$ cat src/rtl/led_bank_arbiter.sv
// LED bank arbiter: round-robin sharing of the LED output buffers between
// requesters, with a minimum-ownership hold window before preemption and a
// free-running divided-counter pattern on the LEDs while nobody owns the bank.
module led_bank_arbiter #(
    parameter int unsigned NREQ        = 4,
    parameter int unsigned WIDTH       = 8,
    parameter int unsigned HOLD_CYCLES = 1024,
    parameter int unsigned DIV_BITS    = 26
) (
    input  logic                      clk,
    input  logic                      rst_n,
    input  logic [NREQ-1:0]           req,
    input  logic [NREQ*WIDTH-1:0]     data,
    output logic [NREQ-1:0]           gnt,
    output logic                      owner_valid,
    output logic [$clog2(NREQ)-1:0]   owner_idx,
    output logic [WIDTH-1:0]          leds
);

    localparam int unsigned IW = $clog2(NREQ);
    localparam int unsigned HW = $clog2(HOLD_CYCLES + 1);

    typedef enum logic {
        IDLE = 1'b0,
        OWN  = 1'b1
    } state_t;

    state_t               state_q, state_d;
    logic [NREQ-1:0]      gnt_q, gnt_d;
    logic                 owner_valid_q, owner_valid_d;
    logic [IW-1:0]        owner_q, owner_d;
    logic [IW-1:0]        ptr_q, ptr_d;
    logic [HW-1:0]        hold_q, hold_d;
    logic [DIV_BITS-1:0]  ctr_q, ctr_d;
    logic [WIDTH-1:0]     leds_q, leds_d;

    logic [WIDTH-1:0]     data_arr [NREQ];
    logic [NREQ-1:0]      cand_req;
    logic [IW:0]          pick_w;
    logic                 win_found;
    logic [IW-1:0]        win_idx;

    // Round-robin scan starting at p; returns {found, index}.
    function automatic logic [IW:0] rr_pick(input logic [NREQ-1:0] r,
                                            input logic [IW-1:0]   p);
        logic [IW:0] res;
        int unsigned c;
        res = '0;
        for (int unsigned k = 0; k < NREQ; k++) begin
            c = 32'(p) + k;
            if (c >= NREQ) c = c - NREQ;
            if (!res[IW] && r[IW'(c)]) res = {1'b1, IW'(c)};
        end
        return res;
    endfunction

    // Split the flat data bus into per-requester LED values.
    for (genvar gi = 0; gi < NREQ; gi++) begin : g_unpack
        assign data_arr[gi] = data[gi*WIDTH +: WIDTH];
    end

    // Arbitration candidate set: the current owner never competes against itself.
    always_comb begin
        cand_req = req;
        if (state_q == OWN) cand_req[owner_q] = 1'b0;
        pick_w = rr_pick(cand_req, ptr_q);
    end

    assign win_found = pick_w[IW];
    assign win_idx   = pick_w[IW-1:0];

    // Next-state, grant, hold timer, idle counter and LED drive.
    always_comb begin
        state_d       = state_q;
        gnt_d         = gnt_q;
        owner_valid_d = owner_valid_q;
        owner_d       = owner_q;
        ptr_d         = ptr_q;
        hold_d        = hold_q;
        leds_d        = leds_q;
        ctr_d         = ctr_q + DIV_BITS'(1);

        unique case (state_q)
            IDLE: begin
                leds_d = ctr_q[DIV_BITS-1 -: WIDTH];
                if (win_found) begin
                    state_d       = OWN;
                    gnt_d         = NREQ'(1) << win_idx;
                    owner_valid_d = 1'b1;
                    owner_d       = win_idx;
                    ptr_d         = (win_idx == IW'(NREQ - 1)) ? '0 : win_idx + IW'(1);
                    hold_d        = '0;
                end
            end
            OWN: begin
                leds_d = data_arr[owner_q];
                if (hold_q != HW'(HOLD_CYCLES)) hold_d = hold_q + HW'(1);
                // Release takes priority over expiry; preemption only once the window is full.
                if ((!req[owner_q] || (hold_q == HW'(HOLD_CYCLES))) && win_found) begin
                    gnt_d         = NREQ'(1) << win_idx;
                    owner_valid_d = 1'b1;
                    owner_d       = win_idx;
                    ptr_d         = (win_idx == IW'(NREQ - 1)) ? '0 : win_idx + IW'(1);
                    hold_d        = '0;
                end else if (!req[owner_q]) begin
                    state_d       = IDLE;
                    gnt_d         = '0;
                    owner_valid_d = 1'b0;
                end
            end
            default: state_d = IDLE;
        endcase
    end

    // State register with synchronous active-low reset.
    always_ff @(posedge clk) begin
        if (!rst_n) begin
            state_q       <= IDLE;
            gnt_q         <= '0;
            owner_valid_q <= 1'b0;
            owner_q       <= '0;
            ptr_q         <= '0;
            hold_q        <= '0;
            ctr_q         <= '0;
            leds_q        <= '0;
        end else begin
            state_q       <= state_d;
            gnt_q         <= gnt_d;
            owner_valid_q <= owner_valid_d;
            owner_q       <= owner_d;
            ptr_q         <= ptr_d;
            hold_q        <= hold_d;
            ctr_q         <= ctr_d;
            leds_q        <= leds_d;
        end
    end

    assign gnt         = gnt_q;
    assign owner_valid = owner_valid_q;
    assign owner_idx   = owner_q;
    assign leds        = leds_q;

endmodule

$ cat config.mk
export PLATFORM = sky130hd
export DESIGN_NAME = led_bank_arbiter
export DESIGN_NICKNAME = d
export VERILOG_FILES = /design/src/rtl/led_bank_arbiter.sv
export SDC_FILE = /design/constraint.sdc
export NUM_CORES = 1
export LEC_CHECK = 0
export BUFFER_PORTS_ARGS = -buffer_cell sky130_fd_sc_hd__buf_2
export CORE_MARGIN = 2
export CORE_UTILIZATION = 35
export DETAILED_ROUTE_END_ITERATION = 8
export PLACE_DENSITY_LB_ADDON = 0.2
export SYNTH_ARGS = -nofsm -noshare
export SYNTH_HDL_FRONTEND = slang
export SYNTH_SLANG_ARGS = --single-unit
export TNS_END_PERCENT = 100
$ cat constraint.sdc
create_clock -name clk -period 2.5 [get_ports clk]
set_input_delay 0.25 -clock clk [delete_from_list [all_inputs] [get_ports clk]]
set_output_delay 0.25 -clock clk [all_outputs]
set_load 0.03 [all_outputs]
==> results.toml <==
[grt]
antenna_found_initial = 0
grt_use_total_pct = 14.8
grt_pass1_vias = 2243
grt_pass1_wl_um = 10500
grt_max_degree = 35
overflow = 0

[clocking]
post_cts_buffers = 0
post_cts_resized = 0
cts_tree = "built"
root_buffer = "clkbuf_8"
hold_buffers = 0
clkSinkCount = 55
insertion_delay_ns = 0.32
htree_levels = 2
numCtsBuffers = 5
cts.clk_slew.worst_paths_ns = 0.12
clockBufferDepth = 2

[floorplanning]
fp.dieArea_um2 = 9090
rows = 33
die_y_um = 95.3
die_w_um = 95.3
ios = 53
start_util_pct = 35.9
core-area_um2 = 8130

[setup_path]
reg2reg_depth = 7
crit_start = "owner_idx[0]"
rrSetupSlack_ns = 0.25
cp_max_fo = 9
r2r-end = "gnt[2]"
critPathRequiredTime_ns = 2.76
critPathLaunchType = "flop"
cp.arrival_ns = 2.51
timing.rr.start = "owner_idx[0]"
end_kind = "flop"
critPathKind = "reg2reg"

[synthesis]
syn_area_per_cell_um2 = 8.69
synth_nets = 381
ys_seq_area_share_pct = 37.7
ys.flop_type = "dfxtp_1"
syn-instance-count = 336
synth_edf_count = 0
synth-async-reset-ratio_pct = 0
synth_area_um2 = 2920
synth_seq_cells = 55
yosysUniqueCellTypes = 54
yosys_warnings = 0

[place]
place.gp.congestion = 0.816
portBuffers = 52
pre_cts_ws_ns = 0.264
hpwl_um = 4950

[detailed_routing]
via_per_inst = 5.12
drt_iter0_drc = 107
antenna_left = 0
drc_errors = 0
first_pass_iters = 4
wl_per_cell_um = 13.6
vias = 2525
totalWireLength_um = 6690

[min_path]
hp-class = "in2reg"
worst_hold_path.num_cells = 3
hp-start = "data[12]"
min_to = "leds[4]"

[layout]
utilization_pct = 41.4
drive_above_1_share_pct = 23.2
antenna_cells = 0
nNetsFinal = 432
area_growth_pct = 15.4

[timing]
setup_viol = 0
rsz0062_at_grt = "no"
finalMaxSlewViolations = 0
worst_slack_ns = 0.250
hold_violations = 0
fmax_mhz = 444
fin_setup_tns_ns = 0
period_needed_ns = 2.25
fin_crit_sh_pct = 90.0
worst_slew_pin_slew_ns = 0.461
clock_skew_ns = 0.0154
slew_headroom_pct = 69.0

[power_and_ir_drop]
powerDensity_nw_per_um2 = 663
leakagePower_uw = 0.00124
vdd_drop_max_mv = 0.204

[status]
status = "completed"

[job]
max-cap-violations = 0
## cell type report
cell class                      count  area (um^2)
Clock inverter                      3         27.5
Clock buffer                        5         68.8
Multi-Input combinational cell    254         1670
Timing Repair Buffer               61          328
Fill cell                         861         4770
Sequential cell                    55         1100
Tap cell                          105          131
Inverter                           10         37.5
## layer usage
layer / part of all wire, % / routed length (um) / global-route usage (%) / up-vias
met5: 0 / 0 / 0 / -
met4: 0.99 / 66 / 4.35 / 0
met3: 6.0 / 400 / 3.08 / 7
met2: 44 / 2950 / 24.2 / 68
met1: 49 / 3270 / 19.8 / 1158
li1: - / - / - / 1292
## kinds of logic (layout without fill, tap and decap cells)
logic type                 after synthesis  after routing  synth area share, %
buffers and inverters                   27             79                 4.93
DFF                                     55             55                 37.7
and+or+nand+nor                        145            145                 27.0
AOI/OAI and AO/OA                       65             65                 14.7
xor gates and xnor gates                24             24                 7.20
adders and majority gates                7              7                 3.00
muxes                                   13             13                 5.44
## through the flow
step           total power [uW]  std cells  area (um^2)  hold slack [ns]
6_report                   2230        493         3370            0.149
5_1_grt                    2380        493         3370            0.136
4_1_cts                    2260        493         3370            0.143
3_5_place_dp               1730        485         3270            0.452
3_3_place_gp               1720        485         3270            0.440
2_1_floorplan              1530        336         2920            0.367
## report_power, final
| part | internal, uW | total [uW] | switching, uW |
|---|---|---|---|
| clock | 207 | 530 | 323 |
| combinational | 307 | 706 | 399 |
| sequential | 940 | 998 | 58.6 |
## Yosys cell counts, types with 2 or more instances
cell type | count | area [um^2]
or3b_2 | 3 | 26.3
ha_1 | 7 | 87.6
buf_6 | 2 | 22.5
a21oi_1 | 27 | 135
or3_1 | 5 | 31.3
or4_1 | 5 | 37.5
clkbuf_8 | 2 | 27.5
nor2_1 | 39 | 146
inv_1 | 10 | 37.5
a221o_1 | 2 | 20.0
or2b_2 | 2 | 17.5
dfxtp_1 | 55 | 1100
mux2i_1 | 11 | 110
nand4_1 | 12 | 75.1
nand3_1 | 15 | 75.1
o21ai_0 | 14 | 70.1
nand2b_1 | 3 | 18.8
xor2_1 | 15 | 131
nand3b_1 | 3 | 22.5
xnor2_1 | 9 | 78.8
nand2_1 | 34 | 128
o31ai_1 | 7 | 52.6
and4_1 | 2 | 17.5
nor3_1 | 4 | 20.0
o211ai_1 | 7 | 52.6
clkbuf_1 | 8 | 30.0
or2_2 | 2 | 12.5
buf_2 | 3 | 15.0
and2_1 | 3 | 18.8
## worst max-delay path: stages, from the launching register on
cell and delay, ns:
dfxtp_1 0.51, nand3_1 0.17, a22o_2 0.38, nor2_1 0.25, or2_2 0.19, ha_1 0.14, or3b_2 0.44, a21oi_1 0.13
## state kept, by name, summed over array words and instances, names as in the netlist
name / flops
gnt: 4
state_q: 1
owner_valid: 1
hold_q: 11
ptr_q: 2
ctr_q: 26
leds: 8
owner_idx: 2
## worst max-delay path by stage
stage               depth (start not counted)  slack [ns]      to
finish                                      7        0.25  gnt[2]
global route                                8        0.04  gnt[1]
CTS                                         7        0.25  gnt[2]
detailed placement                          7        0.26  gnt[2]
global placement                            8        0.29  gnt[1]
floorplan                                   9        0.12  gnt[1]
## placed cells by master, fill, tap and decap left out, types with 4 or more instances in the layout
master / n
or4_1: 5
nand4_1: 12
dfxtp_1: 55
nor3_1: 4
buf_4: 9
buf_2: 52
or3_1: 5
xnor2_1: 9
xor2_1: 15
clkbuf_8: 5
mux2i_1: 11
nor2_1: 39
nand2_1: 34
o211ai_1: 7
inv_1: 10
o21ai_0: 14
nand3_1: 15
ha_1: 7
o31ai_1: 7
a21oi_1: 27
(Power assumes the default switching activity.)
